<file path="src/rtl/taxi_pcie_cfg_mgmt_target_pkg.sv">
// Shared types and constants for the PCIe config-management target.
package taxi_pcie_cfg_mgmt_target_pkg;

  localparam logic [15:0] DEF_VENDOR_ID = 16'h1234;
  localparam logic [15:0] DEF_DEVICE_ID = 16'hC001;
  localparam int unsigned CNT_W         = 4;

  typedef enum logic [1:0] {ST_IDLE, ST_WAIT, ST_DONE, ST_HOLD} state_e;
  typedef enum logic [1:0] {OP_RD, OP_WR, OP_ERR} op_e;

  typedef struct packed {
    op_e         op;
    logic [3:0]  be;
    logic [31:0] wdata;
  } req_t;

endpackage

</file>
<file path="src/rtl/taxi_cfg_mgmt_regfile.sv">
// Byte-enabled single-port dword RAM; dword 0 of every function reads a fixed ID word.
module taxi_cfg_mgmt_regfile #(
  parameter int unsigned DEPTH   = 64,
  parameter int unsigned REGS    = 64,
  parameter int unsigned AW      = 6,
  parameter logic [31:0] RO_WORD = 32'h0
) (
  input  logic          clk,
  input  logic          rst_n,
  input  logic          we_i,
  input  logic [3:0]    be_i,
  input  logic [AW-1:0] idx_i,
  input  logic [31:0]   wdata_i,
  output logic [31:0]   rdata_o
);

  localparam int unsigned RA = $clog2(REGS);

  logic [DEPTH-1:0][31:0] mem_q;
  logic                   ro;

  // Function stride is a power of two, so the low index bits are the dword address.
  assign ro      = (idx_i[RA-1:0] == '0);
  assign rdata_o = ro ? RO_WORD : mem_q[idx_i];

  always_ff @(posedge clk or negedge rst_n) begin
    if (!rst_n) begin
      mem_q <= '0;
    end else if (we_i && !ro) begin
      for (int b = 0; b < 4; b++)
        if (be_i[b]) mem_q[idx_i][8*b +: 8] <= wdata_i[8*b +: 8];
    end
  end

endmodule

</file>
<file path="src/rtl/taxi_pcie_cfg_mgmt_target.sv">
// Config-management target: fixed-latency read/write of per-function config dwords.
module taxi_pcie_cfg_mgmt_target
  import taxi_pcie_cfg_mgmt_target_pkg::*;
#(
  parameter int unsigned FUNCS     = 1,
  parameter int unsigned REGS      = 64,
  parameter int unsigned LATENCY   = 4,
  parameter logic [15:0] VENDOR_ID = DEF_VENDOR_ID,
  parameter logic [15:0] DEVICE_ID = DEF_DEVICE_ID
) (
  input  logic        clk,
  input  logic        rst_n,
  input  logic [9:0]  cfg_mgmt_addr,
  input  logic [7:0]  cfg_mgmt_function_number,
  input  logic        cfg_mgmt_write,
  input  logic [31:0] cfg_mgmt_write_data,
  input  logic [3:0]  cfg_mgmt_byte_enable,
  input  logic        cfg_mgmt_read,
  output logic [31:0] cfg_mgmt_read_data,
  output logic        cfg_mgmt_read_write_done,
  output logic        err_unsupported,
  output logic        busy
);

  localparam int unsigned RA = $clog2(REGS);
  localparam int unsigned AW = $clog2(FUNCS * REGS);

  logic [1:0]       rst_sync_q;
  logic             run;
  state_e           state_q, state_d;
  logic [CNT_W-1:0] cnt_q, cnt_d;
  req_t             req_q, req_in, req_n;
  logic [AW-1:0]    idx_q, idx_in, idx_n;
  logic             addr_ok, func_ok, accept, rf_we;
  logic [31:0]      rf_rdata, rdata_q;
  logic             done_q, err_q, busy_q;

  // Requests are only accepted once the released reset has crossed two flops.
  always_ff @(posedge clk or negedge rst_n) begin
    if (!rst_n) rst_sync_q <= '0;
    else        rst_sync_q <= {rst_sync_q[0], 1'b1};
  end
  assign run = rst_sync_q[1];

  assign addr_ok = (32'(cfg_mgmt_addr) < REGS);
  assign func_ok = (32'(cfg_mgmt_function_number) < FUNCS);

  always_comb begin
    req_in.wdata = cfg_mgmt_write_data;
    req_in.be    = cfg_mgmt_byte_enable;
    if ((cfg_mgmt_read && cfg_mgmt_write) || !addr_ok || !func_ok) req_in.op = OP_ERR;
    else if (cfg_mgmt_write)                                       req_in.op = OP_WR;
    else                                                           req_in.op = OP_RD;
    idx_in = (req_in.op == OP_ERR) ? '0 :
             AW'(cfg_mgmt_function_number) * AW'(REGS) + AW'(cfg_mgmt_addr[RA-1:0]);
  end

  always_comb begin
    state_d = state_q;
    cnt_d   = cnt_q;
    unique case (state_q)
      ST_IDLE: if (run && (cfg_mgmt_read || cfg_mgmt_write)) begin
        cnt_d   = CNT_W'(LATENCY - 1);
        state_d = (LATENCY == 1) ? ST_DONE : ST_WAIT;
      end
      ST_WAIT: begin
        cnt_d = cnt_q - CNT_W'(1);
        if (cnt_d == '0) state_d = ST_DONE;
      end
      ST_DONE: state_d = ST_HOLD;
      ST_HOLD: state_d = ST_IDLE;
      default: state_d = ST_IDLE;
    endcase
  end

  // With LATENCY=1 the accept and the done-load share an edge, so look through the capture.
  assign accept = (state_q == ST_IDLE) && (state_d != ST_IDLE);
  assign req_n  = accept ? req_in : req_q;
  assign idx_n  = accept ? idx_in : idx_q;
  assign rf_we  = (state_q == ST_DONE) && (req_q.op == OP_WR);

  always_ff @(posedge clk or negedge rst_n) begin
    if (!rst_n) begin
      state_q <= ST_IDLE;
      cnt_q   <= '0;
      req_q   <= '0;
      idx_q   <= '0;
    end else begin
      state_q <= state_d;
      cnt_q   <= cnt_d;
      if (accept) begin
        req_q <= req_in;
        idx_q <= idx_in;
      end
    end
  end

  always_ff @(posedge clk or negedge rst_n) begin
    if (!rst_n) begin
      done_q  <= 1'b0;
      err_q   <= 1'b0;
      busy_q  <= 1'b0;
      rdata_q <= '0;
    end else begin
      done_q <= (state_d == ST_DONE);
      err_q  <= (state_d == ST_DONE) && (req_n.op == OP_ERR);
      busy_q <= (state_d != ST_IDLE);
      if (state_d == ST_DONE) rdata_q <= (req_n.op == OP_ERR) ? '0 : rf_rdata;
    end
  end

  taxi_cfg_mgmt_regfile #(
    .DEPTH   (FUNCS * REGS),
    .REGS    (REGS),
    .AW      (AW),
    .RO_WORD ({DEVICE_ID, VENDOR_ID})
  ) u_regfile (
    .clk     (clk),
    .rst_n   (rst_n),
    .we_i    (rf_we),
    .be_i    (req_q.be),
    .idx_i   (idx_n),
    .wdata_i (req_q.wdata),
    .rdata_o (rf_rdata)
  );

  assign cfg_mgmt_read_data       = rdata_q;
  assign cfg_mgmt_read_write_done = done_q;
  assign err_unsupported          = err_q;
  assign busy                     = busy_q;

endmodule
</file>
<file path="config.mk">
export PLATFORM = sky130hd
export DESIGN_NAME = taxi_pcie_cfg_mgmt_target
export DESIGN_NICKNAME = d
export VERILOG_FILES = /design/src/rtl/taxi_pcie_cfg_mgmt_target_pkg.sv /design/src/rtl/taxi_cfg_mgmt_regfile.sv /design/src/rtl/taxi_pcie_cfg_mgmt_target.sv
export SDC_FILE = /design/constraint.sdc
export NUM_CORES = 2
export LEC_CHECK = 0
export CAP_MARGIN = 20
export CORE_UTILIZATION = 51
export DETAILED_ROUTE_END_ITERATION = 12
export PLACE_DENSITY_LB_ADDON = 0.05
export SETUP_SLACK_MARGIN = 0.3
export SYNTH_ARGS = -nofsm -noshare
export SYNTH_HDL_FRONTEND = slang
export SYNTH_HIERARCHICAL = 1
export SYNTH_SLANG_ARGS = --single-unit
</file>
<file path="constraint.sdc">
create_clock -name clk -period 8.9 [get_ports clk]
set_input_delay 1.78 -clock clk [delete_from_list [all_inputs] [get_ports clk]]
set_output_delay 1.78 -clock clk [all_outputs]
set_load 0.05 [all_outputs]
</file>
# [Word level (Yosys, flattened, before mapping)]
# Cells that the tools add are included.
[totals] word_cells=140 reg_bits=2135 in_bits=58 output_inout_bits=35
[op_classes] n_reduce_logical=19 muxes=33 order_cmp=4 addsub=1 n_eq_ne=8
[ops] cell="two-way mux 2048 bit" n=7
[ops] cell="bitwise mux 2048 bit" n=4
[ops] cell="demux 32 bit (select 6 bit)" n=4
[ops] cell="binary-select mux 32 bit (select 6 bit)" n=1
[ops] cell="two-way mux 32 bit" n=4
[ops] cell="two-way mux 38 bit" n=1
[ops] cell="two-way mux 24 bit" n=1
[ops] cell="two-way mux 16 bit" n=1
[ops] cell="two-way mux 6 bit" n=2
[ops] cell="equality test 2 bit (second input constant)" n=5
[ops] cell="< comparator 10 x 7 -> 1 bit (second input constant)" n=1
[ops] cell="< comparator 8 x 1 -> 1 bit (second input constant)" n=1
[ops] cell="two-way mux 8 bit" n=1
[ops] cell="one-hot mux 2 bit (4 select lines)" n=1
[ops] cell="one-hot mux 4 bit (2 select lines)" n=1
[ops] cell="logical AND 1 bit" n=7
[ops] cell="< comparator 6 x 7 -> 1 bit (second input constant)" n=1
[ops] cell=">= comparator 6 x 1 -> 1 bit (second input constant)" n=1
[ops] cell="logical NOT 6 bit" n=1
[ops] cell="two-way mux 2 bit" n=3
[ops] cell="equality test 2 x 1 -> 1 bit (second input constant)" n=2
[ops] cell="logical NOT 4 bit" n=1
[ops] cell="two-way mux 4 bit" n=1
[ops] cell="nonzero test 2 bit" n=2
[ops] cell="7 further kinds" n=11

# [Depth between registers and ports, before layout]
[depth] depth_word=23 mapped_depth=18 ltp_nobuf=12

# [Hierarchy]
# The synthesis kept the hierarchy.
[modules_own_cells] mod="taxi_cfg_mgmt_regfile" seq_area_each_um2=51099.0 area_each_um2=92799.0 instances=1 cells_per_inst=6517
[modules_own_cells] mod="taxi_pcie_cfg_mgmt_target" seq_area_each_um2=2177.1 area_each_um2=3757.4 instances=1 cells_per_inst=263

# [Least setup slack after synthesis]
# OpenSTA, ideal clock, no wires.
[synth_timing] kind="in2reg" from="input port cfg_mgmt_read" to="register rdata_q[30], in the netlist cfg_mgmt_read_data[30]" t_required_ns=8.780 cell_stages=15 setup_slack_ns=3.927 setup_time_ns=0.120 path_buffers=5 arrival_time_ns=4.853 cell_sequence="o21ai_1 or3_4 buf_2 nor2_2 a22o_1 buf_4 buf_4 buf_2 buf_2 mux2_2 a221oi_1 o211ai_1 or4_1 o211ai_1 o2bb2ai_2"
[synth_between] elab_chain_cells=11 word_cells_on_any_way=21 classes_between="3 x eq/ne; 10 x mux; 8 x reduce/logical"
[synth_lines] element="start: declaration" line_no="taxi_pcie_cfg_mgmt_target.sv:18" text="input logic cfg_mgmt_read,"
[synth_lines] element="logical OR 1 bit / logical AND 1 bit (equally long branches)" line_no="taxi_pcie_cfg_mgmt_target.sv:62, taxi_pcie_cfg_mgmt_target.sv:51"
[synth_lines] element="logical AND 1 bit / logical OR 1 bit (equally long branches)" line_no="taxi_pcie_cfg_mgmt_target.sv:62, taxi_pcie_cfg_mgmt_target.sv:51"
[synth_lines] element="two-way mux 2 bit / logical OR 1 bit (equally long branches)" line_no="taxi_pcie_cfg_mgmt_target.sv:62, taxi_pcie_cfg_mgmt_target.sv:51"
[synth_lines] element="one-hot mux 2 bit (4 select lines) / two-way mux 2 bit (equally long branches)" line_no="taxi_pcie_cfg_mgmt_target.sv:61, taxi_pcie_cfg_mgmt_target.sv:51"
[synth_lines] element="nonzero test 2 bit / equality test 2 bit (equally long branches)" line_no="taxi_pcie_cfg_mgmt_target.sv:77, taxi_pcie_cfg_mgmt_target.sv:54"
[synth_lines] element="logical AND 1 bit / two-way mux 6 bit (equally long branches)" line_no="taxi_pcie_cfg_mgmt_target.sv:77, taxi_pcie_cfg_mgmt_target.sv:54"
[synth_lines] element="two-way mux 6 bit (*)"
[synth_lines] element="via idx_n[0]" line_no="taxi_pcie_cfg_mgmt_target.sv:33" text="logic [AW-1:0] idx_q, idx_in, idx_n;"
[synth_lines] element="binary-select mux 32 bit (select 6 bit)" line_no="taxi_cfg_mgmt_regfile.sv:24" text="assign rdata_o = ro ? RO_WORD : mem_q[idx_i];"
[synth_lines] element="two-way mux 32 bit (implied by the code)" line_no="taxi_cfg_mgmt_regfile.sv:24"
[synth_lines] element="two-way mux 32 bit (*)" line_no="taxi_cfg_mgmt_regfile.sv:24"
[synth_lines] element="via rf_rdata[30]" line_no="taxi_pcie_cfg_mgmt_target.sv:35" text="logic [31:0] rf_rdata, rdata_q;"
[synth_lines] element="two-way mux 32 bit (*)" line_no="taxi_pcie_cfg_mgmt_target.sv:108" text="if (state_d == ST_DONE) rdata_q <= (req_n.op == OP_ERR) ? '0 : rf_rdata;"
[synth_lines] element="end signal: assignment" line_no="taxi_pcie_cfg_mgmt_target.sv:108"
[synth_lines] element="end: declaration" line_no="taxi_pcie_cfg_mgmt_target.sv:35"
# Mark *: on every way through the listed nets, which the timed path passes. The rest lies on a longest branch. The select of a mux whose other input is x is not followed.
# A chain may end at the register's enable or synchronous reset.

# [Worst setup path in the final report]
[layout_timing] from="input port cfg_mgmt_write" to="register u_regfile/mem_q[309] in the netlist's numbering"
[layout_between] elab_chain_cells=19 word_cells_on_any_way=36 classes_between="2 x order compare; 1 x eq/ne; 22 x mux; 11 x reduce/logical"
[layout_lines] element="start: declaration" line_no="taxi_pcie_cfg_mgmt_target.sv:15" text="input logic cfg_mgmt_write,"
[layout_lines] element="logical OR 1 bit / logical AND 1 bit (equally long branches)" line_no="taxi_pcie_cfg_mgmt_target.sv:62, taxi_pcie_cfg_mgmt_target.sv:51"
[layout_lines] element="logical AND 1 bit / logical OR 1 bit (equally long branches)" line_no="taxi_pcie_cfg_mgmt_target.sv:62, taxi_pcie_cfg_mgmt_target.sv:51"
[layout_lines] element="two-way mux 2 bit / logical OR 1 bit (equally long branches)" line_no="taxi_pcie_cfg_mgmt_target.sv:62, taxi_pcie_cfg_mgmt_target.sv:51"
[layout_lines] element="one-hot mux 2 bit (4 select lines) / two-way mux 2 bit (equally long branches)" line_no="taxi_pcie_cfg_mgmt_target.sv:61, taxi_pcie_cfg_mgmt_target.sv:51"
[layout_lines] element="nonzero test 2 bit / equality test 2 bit (equally long branches)" line_no="taxi_pcie_cfg_mgmt_target.sv:77, taxi_pcie_cfg_mgmt_target.sv:54"
[layout_lines] element="logical AND 1 bit / two-way mux 6 bit (equally long branches)" line_no="taxi_pcie_cfg_mgmt_target.sv:77, taxi_pcie_cfg_mgmt_target.sv:54"
[layout_lines] element="two-way mux 6 bit (*)"
[layout_lines] element="via idx_n[0]" line_no="taxi_pcie_cfg_mgmt_target.sv:33"
[layout_lines] element="parallel branches: the longest is 12 deep, another holds < comparator 6 x 7 -> 1 bit"
[layout_lines] element="end signal: indexed assignment" line_no="taxi_cfg_mgmt_regfile.sv:31" text="if (be_i[b]) mem_q[idx_i][8*b +: 8] <= wdata_i[8*b +: 8];"
[layout_lines] element="end: declaration" line_no="taxi_cfg_mgmt_regfile.sv:19" text="logic [DEPTH-1:0][31:0] mem_q;"
# Mark *: on every way through the listed nets, which the timed path passes. The select of a mux whose other input is x is not followed.

==> impl_metrics.py <==
metrics = {
    "critical_path": {
        "max_stage_delay_ps": 870,
        "start_kind": "input port",
        "crit_family": "simple AND/OR/NAND/NOR gates",
        "cp_slowest_cell": "nor2_2",
        "crit_top_cell": "nor2_2",
        "critPathArrivalTime_ps": 7670,
        "cp.buffers_inverters": 2,
        "crit_path_end_kind": "flip-flop",
        "path_cells": "clkdlybuf4s50_1, o21ai_1, or3_4, nor2_2, a22o_4, nand2b_4, nor2_4, buf_12, nand2_1, nor2_2, mux2_2",
        "worstPathRequired_ps": 9630,
        "crit_type": "in -> reg",
        "worst-path-max-fanout": 40,
    },
    "final_layout": {
        "drive_gt1_frac": 0.451,
        "fin_area_sq_um": 107000,
        "final_cell_mix": "dfrtp_1 (2097), mux2_2 (2031), mux2i_1 (287), clkbuf_16 (229), nor2_2 (228)",
        "multi_input_area_sq_um": 40900,
        "layout_commonest_cell": "dfrtp_1",
        "final_core_util": 0.571,
        "syn_to_final_growth_pct": 11.1,
        "nets": 6781,
        "fill_cells": 15293,
        "regArea_sq_um": 53300,
    },
    "clocking": {
        "clk_pin_slew_ps": 60,
        "root_buffer": "clkbuf_16",
        "cts_made_buffers": 222,
        "clockBufferDepth": 3,
        "cts_tree": "yes",
        "cts_setup_buffers": 0,
        "cts_resized": 0,
        "cts.sinks": 2129,
        "cts_hold_buf": 0,
        "clk_latency_ps": 870,
        "htree_levels": 4,
    },
    "route": {
        "vias_per_cell": 6.44,
        "drt_pass1_iterations": 9,
        "final_antenna_net_count": 0,
        "routedWlPerCell_microns": 33.1,
        "num_vias": 60483,
        "drt-total-wl_microns": 311000,
        "drc": 16,
        "dr.first_iter.drc_count": 5401,
    },
    "sta": {
        "final-max-slew-violation-count": 0,
        "setup_viol": 0,
        "rsz0062_at_grt": "no",
        "fin_setup_tns_ps": 0,
        "period_needed_ps": 6940,
        "tightest_slew_ps": 1120,
        "fin_crit_sh": 0.780,
        "relSlewSlack": 0.233,
        "hold_violations": 0,
        "max_freq_mhz": 144,
        "layout_setup_ws_ps": 1960,
        "worst_clock_skew_ps": 40.8,
    },
    "logic_synthesis": {
        "syn_area_sq_um": 96600,
        "yosysTopAreaCellShare": 0.552,
        "synth.distinct_cells": 70,
        "synth-edff-count": 0,
        "synth_area_leader_cell": "dfrtp_1",
        "synth_nets": 6840,
        "synth-seq-area-share": 0.552,
        "async_flop_share": 1.00,
        "syn_inst": 6780,
        "yosys_register_bits": 2129,
        "ys.flop_type": "dfrtp_1",
        "synth_area_leaders": "dfrtp_1 (55%), mux2_2 (24%), mux4_2 (4.7%)",
        "synth_area_per_cell_sq_um": 14.2,
        "synth_warnings": 6,
    },
    "run": {
        "maxCapViolCount": 0,
    },
    "floorplanning": {
        "die_w_microns": 437,
        "io_pins": 93,
        "dieArea_sq_um": 191000,
        "start_util": 0.514,
        "die_h_microns": 437,
        "core_area_sq_um": 188000,
        "rows": 159,
    },
    "grt": {
        "globalRoute.totalOverflow": 0,
        "grt_first_pass_wirelength_microns": 455000,
        "grt_max_degree": 168,
        "grt_pass1_vias": 61978,
        "track_usage": 0.328,
        "grt_antenna_before_repair": 8,
    },
    "placement": {
        "place_area_sq_um": 100000,
        "dp_hpwl_microns": 202000,
        "place_congestion": 0.906,
        "pre_cts_ws_ps": 1210,
        "portBuffers": 92,
    },
    "status": {
        "violations": "DRC",
        "outcome": "finished with violations",
    },
    "hold_path": {
        "holdCritPathClass": "reg -> reg",
    },
    "pwr": {
        "powerDensity_nw_per_um2": 201,
        "p_leak_nw": 48.6,
        "p_total_mw": 21.6,
        "peakVddDrop_v": 0.000168,
    },
}
-- where the power goes --
group / switching, mW / total [mW] / internal [mW] / leakage (nW)
clock: 3.88 / 9.20 / 5.32 / 3.55
combinational: 2.05 / 2.39 / 0.343 / 15.4
sequential: 0.220 / 10.0 / 9.79 / 29.6
-- stage by stage --
step | instances | hold WS, ps
3_5_place_dp | 8991 | 350
2_1_floorplan | 6780 | 331
4_1_cts | 9388 | 363
5_1_grt | 9390 | 379
6_report | 9395 | 357
3_3_place_gp | 8989 | 335
-- worst paths after layout --
path | startpoint | endpoint | slack, ps | cells past startpoint
worst max register to register | state_q[0]$_DFF_PN0_ | u_regfile/mem_q[309]$_DFFE_PN0P_ | 3040 | 9
worst min-delay path | rst_sync_q[0]$_DFF_PN0_ | rst_sync_q[1]$_DFF_PN0_ | 360 | 0
worst min register to register | rst_sync_q[0]$_DFF_PN0_ | rst_sync_q[1]$_DFF_PN0_ | 360 | 0
max in group asynchronous | rst_n | u_regfile/mem_q[1606]$_DFFE_PN0P_ | 5890 | 3
worst max-delay path | cfg_mgmt_write | u_regfile/mem_q[309]$_DFFE_PN0P_ | 1960 | 11
min in group asynchronous | rst_n | u_regfile/mem_q[1367]$_DFFE_PN0P_ | 880 | 1
-- sequential cells by signal, summed over array words and instances, names as in the netlist --
signal                    flops
busy                          1
cfg_mgmt_read_data           32
cfg_mgmt_read_write_done      1
cnt_q                         4
err_unsupported               1
idx_q                         6
req_q                        38
rst_sync_q                    2
state_q                       2
u_regfile/mem_q            2042
-- Yosys cell counts (all sizes together) (2+ instances only) --
| cell type | n |
|---|---|
| o21ai | 74 |
| nand2 | 114 |
| inv | 9 |
| a22o | 32 |
| mux4 | 202 |
| nor2b | 8 |
| or2 | 4 |
| a222oi | 3 |
| a211oi | 4 |
| dfrtp | 2129 |
| a32oi | 14 |
| or3 | 4 |
| and2 | 11 |
| a2111oi | 14 |
| a221oi | 89 |
| nand2b | 7 |
| a221o | 7 |
| a21oi | 177 |
| o221ai | 4 |
| o211ai | 39 |
| and3 | 30 |
| o21a | 16 |
| o22a | 20 |
| clkbuf | 329 |
| or4 | 3 |
| and3b | 2 |
| nand4 | 10 |
| mux2 | 2077 |
| nor3b | 4 |
| o22ai | 79 |
| o2bb2ai | 37 |
| nor4 | 11 |
| or3b | 2 |
| mux2i | 287 |
| nor3 | 8 |
| ha | 2 |
| buf | 232 |
| nor2 | 353 |
| a31oi | 87 |
| nand3b | 2 |
| a22oi | 211 |
| nand3 | 8 |
| and4 | 15 |
| and4b | 3 |
-- per-layer routing --
layer | track usage | share of wire | up-vias
li1 | - | - | 25047
met1 | 0.456 | 0.42 | 32602
met2 | 0.499 | 0.45 | 2194
met3 | 0.0632 | 0.071 | 636
met4 | 0.149 | 0.052 | 4
met5 | 0 | 0.000074 | -
-- area by class of cell --
type / instances / area share
flip-flops and latches: 2129 / 0.497
multi-input cells: 4080 / 0.382
clock buffers: 347 / 0.0628
well taps: 2495 / 0.0291
repair buffers: 278 / 0.0250
clock inverters: 50 / 0.00415
inverters: 10 / 0.000350
diodes: 6 / 0.000140
-- logic make-up after synthesis --
family	share of synthesized area
AOI/OAI and AO/OA	0.0667
adders and majority gates	0.000259
buffers and inverters	0.0266
DFF	0.552
muxes	0.319
other	0.0000388
and+or+nand+nor	0.0355
(Power assumes the default switching activity.)
